[config.mk]
export PLATFORM = sky130hd
export DESIGN_NAME = serial_rx_flat
export DESIGN_NICKNAME = d
export VERILOG_FILES = /design/src/rtl/serial_pkg.sv /design/src/rtl/serial_rx_if.sv /design/src/rtl/serial_baud_tick.sv /design/src/rtl/serial_rx.sv /design/src/flat_wrapper.sv
export SDC_FILE = /design/constraint.sdc
export NUM_CORES = 1
export LEC_CHECK = 0
export BUFFER_PORTS_ARGS = -buffer_cell sky130_fd_sc_hd__buf_2
export CORE_ASPECT_RATIO = 0.8
export CORE_MARGIN = 1.5
export CORE_UTILIZATION = 43
export DETAILED_ROUTE_END_ITERATION = 10
export PLACE_DENSITY = 0.68
export SYNTH_ARGS = -nofsm -noshare
export SYNTH_HDL_FRONTEND = slang
export SYNTH_SLANG_ARGS = --single-unit
export TNS_END_PERCENT = 5
[constraint.sdc]
create_clock -name clk -period 1.8 [get_ports clk]
set_clock_uncertainty 0.15 [all_clocks]
set_input_delay 0.18 -clock clk [delete_from_list [all_inputs] [get_ports clk]]
set_output_delay 0.18 -clock clk [all_outputs]
set_load 0.05 [all_outputs]
[src/rtl/serial_pkg.sv]
// serial_pkg
// Shared definitions for the RS-232 receive path (and later the transmit
// path): FSM state encoding, oversampling sample positions, frame width,
// and the three-sample majority vote.
// No ports.
package serial_pkg;

  // Receiver FSM states
  typedef enum logic [2:0] {
    IDLE  = 3'd0,
    START = 3'd1,
    DATA  = 3'd2,
    STOP  = 3'd3,
    BREAK = 3'd4
  } rxState_t;

  // Tick positions within a 16x oversampled bit
  localparam logic [3:0] SAMPLE_LO  = 4'd7;
  localparam logic [3:0] SAMPLE_MID = 4'd8;
  localparam logic [3:0] SAMPLE_HI  = 4'd9;
  localparam logic [3:0] BIT_END    = 4'd15;

  localparam int DATA_BITS = 8;

  // Two-of-three vote used to reject single-sample noise
  function automatic logic majority3(input logic a, input logic b, input logic c);
    return (a & b) | (a & c) | (b & c);
  endfunction

endpackage

[src/rtl/serial_rx_if.sv]
// serial_rx_if
// Byte-level bundle between the serial receiver and its consumer.
// Signals:
//   rxd           serial line into the receiver (idle high)
//   rcv_data      last received byte, LSB = first bit on the line
//   rcv_valid     one-cycle strobe, rcv_data is new and good
//   rcv_frame_err one-cycle strobe, stop bit was sampled low
//   rcv_busy      receiver is inside a frame
// Modports:
//   master  receiver side (consumes rxd, produces the byte outputs)
//   slave   line driver / consumer side
interface serial_rx_if;
  import serial_pkg::*;

  logic                 rxd;
  logic [DATA_BITS-1:0] rcv_data;
  logic                 rcv_valid;
  logic                 rcv_frame_err;
  logic                 rcv_busy;

  modport master (
    input  rxd,
    output rcv_data,
    output rcv_valid,
    output rcv_frame_err,
    output rcv_busy
  );

  modport slave (
    output rxd,
    input  rcv_data,
    input  rcv_valid,
    input  rcv_frame_err,
    input  rcv_busy
  );

endinterface

[src/rtl/serial_baud_tick.sv]
// serial_baud_tick
// Oversampling tick generator: a one-cycle pulse every
// CLK_FREQ/(BAUD*OVERSAMPLE) clocks (integer-truncated).
// Ports:
//   clk    system clock
//   rst_n  synchronous active-low reset
//   clear  restarts the period so the next tick is a full DIV clocks away
//   tick   one-cycle pulse
module serial_baud_tick #(
  parameter int CLK_FREQ   = 50_000_000,
  parameter int BAUD       = 115200,
  parameter int OVERSAMPLE = 16
) (
  input  logic clk,
  input  logic rst_n,
  input  logic clear,
  output logic tick
);

  localparam int DIV   = CLK_FREQ / (BAUD * OVERSAMPLE);
  localparam int CNT_W = (DIV > 1) ? $clog2(DIV) : 1;

  logic [CNT_W-1:0] r_cnt;
  logic             w_tick;

  // Tick fires on the last count of the period, so after a clear the first
  // tick arrives exactly DIV clocks later.
  assign w_tick = (r_cnt == CNT_W'(DIV - 1));
  assign tick   = w_tick;

  // Period counter, restarted by clear or at the end of each period
  always_ff @(posedge clk) begin
    if (!rst_n) begin
      r_cnt <= '0;
    end else if (clear || w_tick) begin
      r_cnt <= '0;
    end else begin
      r_cnt <= r_cnt + 1'b1;
    end
  end

endmodule

[src/rtl/serial_rx.sv]
// serial_rx
// 8N1 asynchronous receiver with 16x oversampling and 3-sample majority
// voting at ticks 7/8/9 of each bit. Emits each byte with a one-cycle
// rcv_valid strobe; a low stop bit gives a one-cycle rcv_frame_err strobe
// and the receiver then waits for the line to go high again.
// OVERSAMPLE must be 16: the sample positions assume a 4-bit sub-bit count.
// Ports:
//   clk    system clock
//   rst_n  synchronous active-low reset
//   bus    serial_rx_if.master (rxd in; rcv_data/valid/frame_err/busy out)
module serial_rx
  import serial_pkg::*;
#(
  parameter int CLK_FREQ   = 50_000_000,
  parameter int BAUD       = 115200,
  parameter int OVERSAMPLE = 16
) (
  input  logic         clk,
  input  logic         rst_n,
  serial_rx_if.master  bus
);

  localparam logic [2:0] LAST_BIT = 3'(DATA_BITS - 1);

  rxState_t             r_state;
  rxState_t             w_nextState;

  logic                 r_sync1;
  logic                 r_sync2;
  logic                 w_rxdS;

  logic [3:0]           r_sub;
  logic [2:0]           r_bitcnt;
  logic                 r_s7;
  logic                 r_s8;
  logic [DATA_BITS-1:0] r_shreg;
  logic [DATA_BITS-1:0] r_data;
  logic                 r_valid;
  logic                 r_ferr;

  logic                 w_tick;
  logic                 w_maj;
  logic                 w_clear;
  logic                 w_busy;
  logic                 w_shift;
  logic                 w_stopDecide;
  logic                 w_validSet;
  logic                 w_ferrSet;
  logic                 w_bitStart;
  logic                 w_bitNext;

  serial_baud_tick #(
    .CLK_FREQ  (CLK_FREQ),
    .BAUD      (BAUD),
    .OVERSAMPLE(OVERSAMPLE)
  ) u_tick (
    .clk  (clk),
    .rst_n(rst_n),
    .clear(w_clear),
    .tick (w_tick)
  );

  // Two-flop synchronizer; resets to the idle-high line level
  always_ff @(posedge clk) begin
    if (!rst_n) begin
      r_sync1 <= 1'b1;
      r_sync2 <= 1'b1;
    end else begin
      r_sync1 <= bus.rxd;
      r_sync2 <= r_sync1;
    end
  end

  assign w_rxdS = r_sync2;

  // The third vote is the live synchronized sample at tick 9
  assign w_maj = majority3(r_s7, r_s8, w_rxdS);

  // State register
  always_ff @(posedge clk) begin
    if (!rst_n) begin
      r_state <= IDLE;
    end else begin
      r_state <= w_nextState;
    end
  end

  // Next-state logic
  always_comb begin
    w_nextState = r_state;
    case (r_state)
      IDLE: begin
        if (!w_rxdS) w_nextState = START;
      end
      START: begin
        if (w_tick && r_sub == SAMPLE_HI && w_maj) begin
          w_nextState = IDLE;
        end else if (w_tick && r_sub == BIT_END) begin
          w_nextState = DATA;
        end
      end
      DATA: begin
        if (w_tick && r_sub == BIT_END && r_bitcnt == LAST_BIT) begin
          w_nextState = STOP;
        end
      end
      STOP: begin
        // Leave at mid-stop so a back-to-back start edge is not missed
        if (w_tick && r_sub == SAMPLE_HI) begin
          w_nextState = w_maj ? IDLE : BREAK;
        end
      end
      BREAK: begin
        if (w_rxdS) w_nextState = IDLE;
      end
      default: w_nextState = IDLE;
    endcase
  end

  // Output / datapath control decode
  always_comb begin
    w_clear      = 1'b0;
    w_busy       = 1'b0;
    w_shift      = 1'b0;
    w_stopDecide = 1'b0;
    w_bitStart   = 1'b0;
    w_bitNext    = 1'b0;
    case (r_state)
      IDLE: begin
        w_clear = !w_rxdS;
      end
      START: begin
        w_busy     = 1'b1;
        w_bitStart = w_tick && (r_sub == BIT_END);
      end
      DATA: begin
        w_busy    = 1'b1;
        w_shift   = w_tick && (r_sub == SAMPLE_HI);
        w_bitNext = w_tick && (r_sub == BIT_END);
      end
      STOP: begin
        w_busy       = 1'b1;
        w_stopDecide = w_tick && (r_sub == SAMPLE_HI);
      end
      BREAK: begin
        w_busy = 1'b1;
      end
      default: begin
        w_busy = 1'b0;
      end
    endcase
  end

  assign w_validSet = w_stopDecide &  w_maj;
  assign w_ferrSet  = w_stopDecide & ~w_maj;

  // Sub-bit counter, vote samples, shift register, bit counter and strobes
  always_ff @(posedge clk) begin
    if (!rst_n) begin
      r_sub    <= '0;
      r_bitcnt <= '0;
      r_s7     <= 1'b0;
      r_s8     <= 1'b0;
      r_shreg  <= '0;
      r_data   <= '0;
      r_valid  <= 1'b0;
      r_ferr   <= 1'b0;
    end else begin
      r_valid <= w_validSet;
      r_ferr  <= w_ferrSet;

      if (w_clear) begin
        r_sub <= '0;
      end else if (w_tick && w_busy) begin
        r_sub <= r_sub + 4'd1;
      end

      if (w_tick && w_busy && r_sub == SAMPLE_LO)  r_s7 <= w_rxdS;
      if (w_tick && w_busy && r_sub == SAMPLE_MID) r_s8 <= w_rxdS;

      // Shift in at the MSB so the first bit ends up in bit 0
      if (w_shift) r_shreg <= {w_maj, r_shreg[DATA_BITS-1:1]};

      if (w_bitStart) begin
        r_bitcnt <= '0;
      end else if (w_bitNext) begin
        r_bitcnt <= r_bitcnt + 3'd1;
      end

      if (w_stopDecide) r_data <= r_shreg;
    end
  end

  assign bus.rcv_data      = r_data;
  assign bus.rcv_valid     = r_valid;
  assign bus.rcv_frame_err = r_ferr;
  assign bus.rcv_busy      = w_busy;

endmodule

[src/flat_wrapper.sv]
// flat-port wrapper written by rule: the top's interface ports become plain ports
module serial_rx_flat import serial_pkg::*;
#(
  parameter int CLK_FREQ   = 50_000_000,
  parameter int BAUD       = 115200,
  parameter int OVERSAMPLE = 16
)
  (clk, rst_n, bus_rxd, bus_rcv_data, bus_rcv_valid, bus_rcv_frame_err, bus_rcv_busy);
  serial_rx_if bus_i ();
  input  logic clk;
  input  logic rst_n;
  input wire logic [$bits(bus_i.rxd)-1:0] bus_rxd;
  output wire logic [$bits(bus_i.rcv_data)-1:0] bus_rcv_data;
  output wire logic [$bits(bus_i.rcv_valid)-1:0] bus_rcv_valid;
  output wire logic [$bits(bus_i.rcv_frame_err)-1:0] bus_rcv_frame_err;
  output wire logic [$bits(bus_i.rcv_busy)-1:0] bus_rcv_busy;
  assign bus_i.rxd = bus_rxd;
  assign bus_rcv_data = bus_i.rcv_data;
  assign bus_rcv_valid = bus_i.rcv_valid;
  assign bus_rcv_frame_err = bus_i.rcv_frame_err;
  assign bus_rcv_busy = bus_i.rcv_busy;
  serial_rx #(.CLK_FREQ(CLK_FREQ), .BAUD(BAUD), .OVERSAMPLE(OVERSAMPLE)) u_core (.clk(clk), .rst_n(rst_n), .bus(bus_i));
endmodule
==> results of run 1 <==
worst register-to-register path, stage by stage, from the launching register on:
cell and delay (ns):
dfxtp_2 0.33, inv_2 0.06, ha_4 0.12, nand4b_1 0.20
buf_4 0.21, nor3_4 0.14, buf_12 0.16, mux2i_2 0.21
nor2_1 0.07
power by group through the flow:
| stage | registers (W) | clock network, W | logic, W |
|---|---|---|---|
| global route | 0.000859 | 0.000645 | 0.000186 |
| global placement | 0.000869 | 0 | 0.000148 |
| floorplan | 0.000860 | 0 | 0.000132 |
| CTS | 0.000852 | 0.000613 | 0.000165 |
| finish | 0.000857 | 0.000593 | 0.000172 |
| detailed placement | 0.000870 | 0 | 0.000153 |
logic make-up (layout without fill, tap and decap cells):
logic type	after synthesis	in the layout	share of synthesized area, %
adders and majority gates	8	8	5.87
xor gates and xnor gates	9	9	4.74
and+or+nand+nor	71	71	22.0
muxes	19	19	11.4
DFF	37	37	44.6
AOI/OAI and AO/OA	17	17	7.15
buffers and inverters	16	39	4.22
stage by stage:
stage | setup slack, ns | instances | total power, W | utilization (%) | hold slack, ns
floorplan | 0.0197 | 177 | 0.000992 | - | 0.131
global placement | 0.0742 | 232 | 0.00102 | 51.3 | 0.217
detailed placement | -0.0393 | 232 | 0.00102 | 51.3 | 0.219
CTS | 0.00432 | 242 | 0.00163 | 54.7 | 0.00354
global route | -0.0337 | 242 | 0.00169 | 55.7 | 0.0158
finish | 0.0433 | 242 | 0.00162 | 55.7 | 0.0171
registers in the layout (all words and copies together), names as in the netlist, 3 cells and up:
register,cells
u_core.bus.rcv_data,8
u_core.r_shreg,8
u_core.u_tick.r_cnt,5
u_core.r_sub,4
u_core.r_bitcnt,3
u_core.r_state,3
placed cells by master, fill, tap and decap left out, drive strengths merged, types with 3 or more instances in the layout:
master / netlist / routed
nand4: 4 / 4
clkinv: 0 / 3
a21oi: 4 / 4
xor2: 4 / 4
nand3: 6 / 6
nor3: 5 / 5
nand2b: 3 / 3
inv: 5 / 5
clkbuf: 8 / 5
ha: 7 / 7
xnor2: 5 / 5
buf: 3 / 25
mux2i: 19 / 19
dfxtp: 37 / 37
nand2: 6 / 6
nor2: 31 / 31
per-layer routing:
| layer | track usage, % | vias to the layer above | share of wire, % | wire length [microns] |
|---|---|---|---|---|
| met5 | 0 | - | 0 | 0 |
| met4 | 8.89 | 0 | 1.7 | 57 |
| met3 | 7.19 | 6 | 5.2 | 171 |
| met2 | 26.2 | 30 | 48 | 1580 |
| met1 | 19.9 | 626 | 45 | 1510 |
| li1 | - | 652 | - | - |
layout make-up:
cell class                      count  area [sq um]
Timing Repair Buffer               26           180
Tap cell                           42          52.6
Multi-Input combinational cell    124           891
Fill cell                         324          1580
Sequential cell                    37           752
Clock buffer                        5          68.8
Inverter                            5          18.8
Clock inverter                      3          22.5
path summary, 6_finish.rpt:
path	start	end	slack (ns)	cells after the start
max	u_core.r_state[0]	bus_rcv_busy	0.04	3
min	rst_n	u_core.r_sync1	0.02	2
min reg2reg	u_core.r_sync1	u_core.r_sync2	0.26	1
max reg2reg	u_core.u_tick.r_cnt[0]	u_core.r_shreg[5]	0.05	8
timing repair:
action / CTS / global route
resized for setup: 5 / 13
buffers inserted: 1 / 0
setup endpoints to repair: 6 / 21
endpoints found under the hold margin: 1 / 0
hold buffers: 1 / 0
pin swaps: 1 / 3
synth_stat cells (all sizes together) (4+ instances only):
cell type,count,area share (%)
a21oi,4,1.2
ha,7,5.3
nand2,6,1.4
inv,5,1.1
nand4,4,1.5
mux2i,19,11
dfxtp,37,45
nand3,6,1.8
clkbuf,8,1.8
xnor2,5,2.6
nor2,31,7.0
nor3,5,2.2
xor2,4,2.1
==> run_results.csv, run 1 <==
group,metric,value,unit
timing,setup_repair_after_global_routing_missed_its_margin,"true",
worst_setup_path,timing.critical_path.buf_inv,1,
power_and_ir_drop,clock_group_share_of_total_power,36.6,%
synth,synth-edff-count,0,
floorplan,boundaryPins,14,
synth,ys_seq_area_share,44.6,%
power_and_ir_drop,p_comb_share,10.6,%
worst_setup_path,cp_max_fo,6,
floorplan,num_rows,19,
worst_setup_path,crit_path_max_incr_delay,0.42,ns
drt,drt_wl_total,3320,microns
timing,tmin_final,1.76,ns
synth,post_synth_num_cell_types,38,
clock_tree,cts_made_buffers,5,
synth,syn_avg_cell_area,9.39,sq um
power_and_ir_drop,static-leakage-power,0.778,nW
drt,ant_nets,0,
drt,routed_wire_length_per_instance,13.7,microns
clock_tree,clkSinkCount,37,
synth,synth-warning-count,0,
power_and_ir_drop,net-switching-power,0.000434,W
synth,synth_flop_cell,"dfxtp_1",
synth,postSynthCellCount,177,
grt,grt_pass1_wl,5330,microns
placed_design,port_buffers,13,
synth,async_flop_share,0,%
run_status,run_status,"finished clean",
drt,avgViaCountPerCell,5.43,
drt,detail_route.drc_violations,0,
clock_tree,clk_transition_reported_paths,0.08,ns
power_and_ir_drop,vdd.ir_drop.worst,0.000663,V
floorplan,start_util,46.6,%
floorplan,die_extent_in_x,72.5,microns
grt,grt_usage,16.8,%
timing,timing.final.crit_share,97.6,%
worst_setup_path,critical_path.slowest_cell,"or3_4",
grt,antenna_found_initial,0,
timing,worstMarginPinSlew,0.548,ns
worst_setup_path,cp.required,1.47,ns
clock_tree,cts.path.max_buffers,2,
layout,final_layout_size_suffix_gt1_share,25.0,%
floorplan,coreArea,3570,sq um
flow_run,maxCapViolations,0,
layout,diodes,0,
drt,drtPass1Iterations,4,
timing,hold_viol,0,
power_and_ir_drop,switching_share,26.8,%
power_and_ir_drop,power.density,817,nW/um^2
power_and_ir_drop,cellInternalPower,0.00119,W
worst_hold_path,min_path_type,"in2reg",
timing,max-slew-margin-rel,63.1,%
drt,detailedRoute.firstIterationViolations,74,
clock_tree,htreeDepth,2,
synth,synth_fp_nets,187,
grt,first_global_vias,1202,
grt,globalRoute.totalOverflow,0,
worst_setup_path,worst_setup_path_start_kind,"flop",
clock_tree,cts_tree,"yes",
worst_setup_path,criticalPathCategory,"reg2out",
synth,post_synth_instance_area,1660,sq um
placed_design,dpl.hpwl,2270,microns
placed_design,cell_area_after_placement,1830,sq um
grt,pin_count_of_the_biggest_net_entering_global_routing,22,
worst_setup_path,timing.critical_path.max_delay_family,"simple AND/OR/NAND/NOR gates",
timing,final_max_slew_viol_count,0,
clock_tree,cts.root.buffer_cell,"clkbuf_8",
floorplan,dieHeight,58.6,microns
layout,finish.instance_area,1990,sq um
layout,area_delta_synth_final,19.5,%
drt,route.vias.total,1314,
worst_setup_path,worst-endpoint-arrival,1.43,ns
worst_setup_path,critical_path.cell_chain,"or3_4, and2_1, buf_4",
floorplan,floorplan.die_area,4250,sq um
timing,setup_total_negative_slack,0,ns
timing,final-setup-viol-count,0,
clock_tree,worst_skew_pair_later_pin_latency,0.30,ns
power_and_ir_drop,pwr-share-seq,52.8,%
synth,yosys_register_bits,37,
layout,layout.nets,209,
timing,timing.fmax,0.569,GHz
worst_setup_path,critPathCaptureType,"output pin",
placed_design,gpl.final_weighted_congestion,0.836,
Power figures use the tool's default switching activity.
==> inputs of run 2 (changes only) <==
Settings changed: BUFFER_PORTS_ARGS -buffer_cell sky130_fd_sc_hd__buf_2 to default, CTS_BUF_LIST from default to sky130_fd_sc_hd__clkbuf_8, DONT_BUFFER_PORTS from default to 1, PLACE_DENSITY 0.68 to 0.65.
==> run 2 against run 1 <==
Compared with the run above:
- the run now ends with negative hold slack, negative setup slack left
- non-clock buffer count is 2 higher
- clock-buffer cell count unchanged
- design area is 2.3% higher
- core utilization rose by 1.3 points
- critical endpoint is now u_core.r_bitcnt[0]
- largest power group unchanged
- highest routed layer unchanged
==> run_results.csv, run 2 (synthesized netlist as in run 1, its figures left out) <==
group,metric,value,unit
layout,nFillCells,311,
clock_tree,cts.path.max_buffers,2,
placed_design,place.detailed.instances,229,
timing,setup_ws,-0.0137,ns
layout,layout.cells.most_common,"dfxtp_1",
worst_setup_path,timing.critical_path.max_delay_family,"simple AND/OR/NAND/NOR gates",
worst_hold_path,timing.hold.worst_path_depth,2,
layout,ff_latch_area,744,sq um
worst_hold_path,min_path_type,"in2reg",
worst_setup_path,crit-reg2reg-launch,"u_core.u_tick.r_cnt[0]",
floorplan,start_util,46.6,%
timing,final-setup-viol-count,2,
drt,drtPass1Iterations,4,
timing,worstMarginPinSlew,0.506,ns
clock_tree,htreeDepth,2,
layout,layout.nets,211,
clock_tree,cts_tree,"yes",
power_and_ir_drop,power.density,801,nW/um^2
grt,grt_usage,17.8,%
layout,area_delta_synth_final,22.2,%
floorplan,num_rows,19,
power_and_ir_drop,static-leakage-power,0.768,nW
power_and_ir_drop,vdd.ir_drop.worst,0.000508,V
flow_run,maxCapViolations,0,
timing,hold_viol,1,
worst_setup_path,worst-endpoint-arrival,1.86,ns
run_status,failed_checks,"negative hold slack, negative setup slack",
drt,detailedRoute.firstIterationViolations,41,
worst_setup_path,timing.critical_path.buf_inv,1,
drt,routed_wire_length_per_instance,14.1,microns
clock_tree,worst_skew_pair_later_pin_latency,0.30,ns
worst_setup_path,critical_path.slowest_cell,"or4_4",
floorplan,floorplan.die_area,4250,sq um
drt,detail_route.drc_violations,0,
run_status,run_status,"complete, but fails checks",
grt,antenna_found_initial,0,
worst_setup_path,worst_setup_path_start_kind,"flop",
layout,multi_input_comb_area,887,sq um
timing,setup_repair_after_global_routing_missed_its_margin,"true",
timing,setup_total_negative_slack,-0.0157,ns
layout,final_layout_size_suffix_gt1_share,21.3,%
timing,tmin_final,1.81,ns
floorplan,boundaryPins,14,
drt,ant_nets,0,
worst_hold_path,hp-start,"rst_n",
drt,route.vias.total,1291,
placed_design,port_buffers,0,
floorplan,coreArea,3570,sq um
worst_setup_path,reg2reg_depth,6,
grt,pin_count_of_the_biggest_net_entering_global_routing,17,
floorplan,die_extent_in_x,72.5,microns
worst_setup_path,timing.rr.end,"u_core.r_bitcnt[0]",
worst_setup_path,cp.required,1.85,ns
layout,diodes,0,
placed_design,dpl.hpwl,2320,microns
drt,drt_wl_total,3440,microns
placed_design,gpl.final_weighted_congestion,0.758,
timing,timing.fmax,0.551,GHz
drt,avgViaCountPerCell,5.29,
grt,grt_pass1_wl,5730,microns
worst_setup_path,critical_path.cell_chain,"inv_1, ha_1, nand4b_1, or4_4, mux2i_1, nor2_1",
timing,timing.final.crit_share,101,%
layout,layout.cells.most_common_list,"dfxtp_1, nor2_1, buf_4",
worst_setup_path,worst-r2r-setup-slack,-0.01,ns
timing,max-slew-margin-rel,66.2,%
timing,holdWs,-0.0117,ns
worst_setup_path,critPathCaptureType,"flop",
timing,final_max_slew_viol_count,0,
grt,globalRoute.totalOverflow,0,
layout,finalNonFillerCells,244,
worst_setup_path,cp_max_fo,4,
layout,fin_util,56.9,%
worst_setup_path,crit_path_max_incr_delay,0.58,ns
worst_setup_path,criticalPathCategory,"reg2reg",
grt,first_global_vias,1301,
clock_tree,cts_made_buffers,5,
floorplan,dieHeight,58.6,microns
clock_tree,cts.root.buffer_cell,"clkbuf_8",
clock_tree,clk_transition_reported_paths,0.08,ns
clock_tree,clkSinkCount,37,
worst_hold_path,min_delay_worst_endpoint,"u_core.r_state[0]",
run 2: changes by cell type in the layout (fill, tap and decap cells not counted), moves of 2 or more:
cell,previous run,this run
dlygate4sd3_1,1,6
clkinv_4,2,0
buf_4,12,21
buf_2,12,0
dfxtp_1,30,34
dfxtp_2,6,3
run 2: worst max-delay path by stage:
stage | start | endpoint | slack, ns | depth (start not counted)
after floorplan | u_core.u_tick.r_cnt[0] | u_core.r_s8 | 0.02 | 7
after CTS | u_core.u_tick.r_cnt[0] | u_core.bus.rcv_data[0] | -0.003 | 7
final | u_core.u_tick.r_cnt[0] | u_core.r_bitcnt[0] | -0.01 | 6
after global routing | u_core.u_tick.r_cnt[0] | u_core.r_bitcnt[0] | -0.09 | 6
after detailed placement | u_core.u_tick.r_cnt[1] | u_core.r_bitcnt[1] | -0.01 | 5
after global placement | u_core.u_tick.r_cnt[1] | u_core.r_bitcnt[2] | 0.06 | 5
run 2: stage by stage:
stage	instance area, sq um	setup WS (ns)	total power, W
floorplan	1670	0.0197	0.000992
global placement	1840	0.0587	0.00102
detailed placement	1840	-0.00977	0.00102
CTS	2000	-0.00280	0.00163
global route	2030	-0.0906	0.00170
finish	2030	-0.0137	0.00163
run 2: where the power goes:
part	switching [W]	internal, W
clock network	0.000326	0.000274
registers	0.0000211	0.000836
logic	0.0000915	0.0000791
run 2: routing by layer:
layer  vias up  wire length (microns)  GRT usage, %
met4         0                     65          8.09
met3         8                    153          6.85
met1       610                   1580          20.6
li1        654                      -             -
met5         -                      0             0
met2        19                   1640          29.5
run 2: layout make-up:
| type | count | area share [%] |
|---|---|---|
| clock buffer | 5 | 3.39 |
| tap | 42 | 2.59 |
| multi-input combinational | 124 | 43.7 |
| timing repair buffer | 28 | 11.7 |
| inverter | 5 | 0.924 |
| clock inverter | 3 | 1.05 |
| sequential | 37 | 36.7 |
run 2: worst reg2reg max path, cell delays in order, from the launching register on:
cell	delay [ns]
dfxtp_1	0.32
inv_1	0.05
ha_1	0.16
nand4b_1	0.23
or4_4	0.58
mux2i_1	0.17
nor2_1	0.06
run 2: what timing repair did:
item                                    in CTS  in global routing
setup buffers                                1                  0
hold buffers                                 5                  1
pin swaps                                    2                  0
endpoints found under the setup margin      13                 20
resized for setup                            3                  8
endpoints found under the hold margin       16                  9
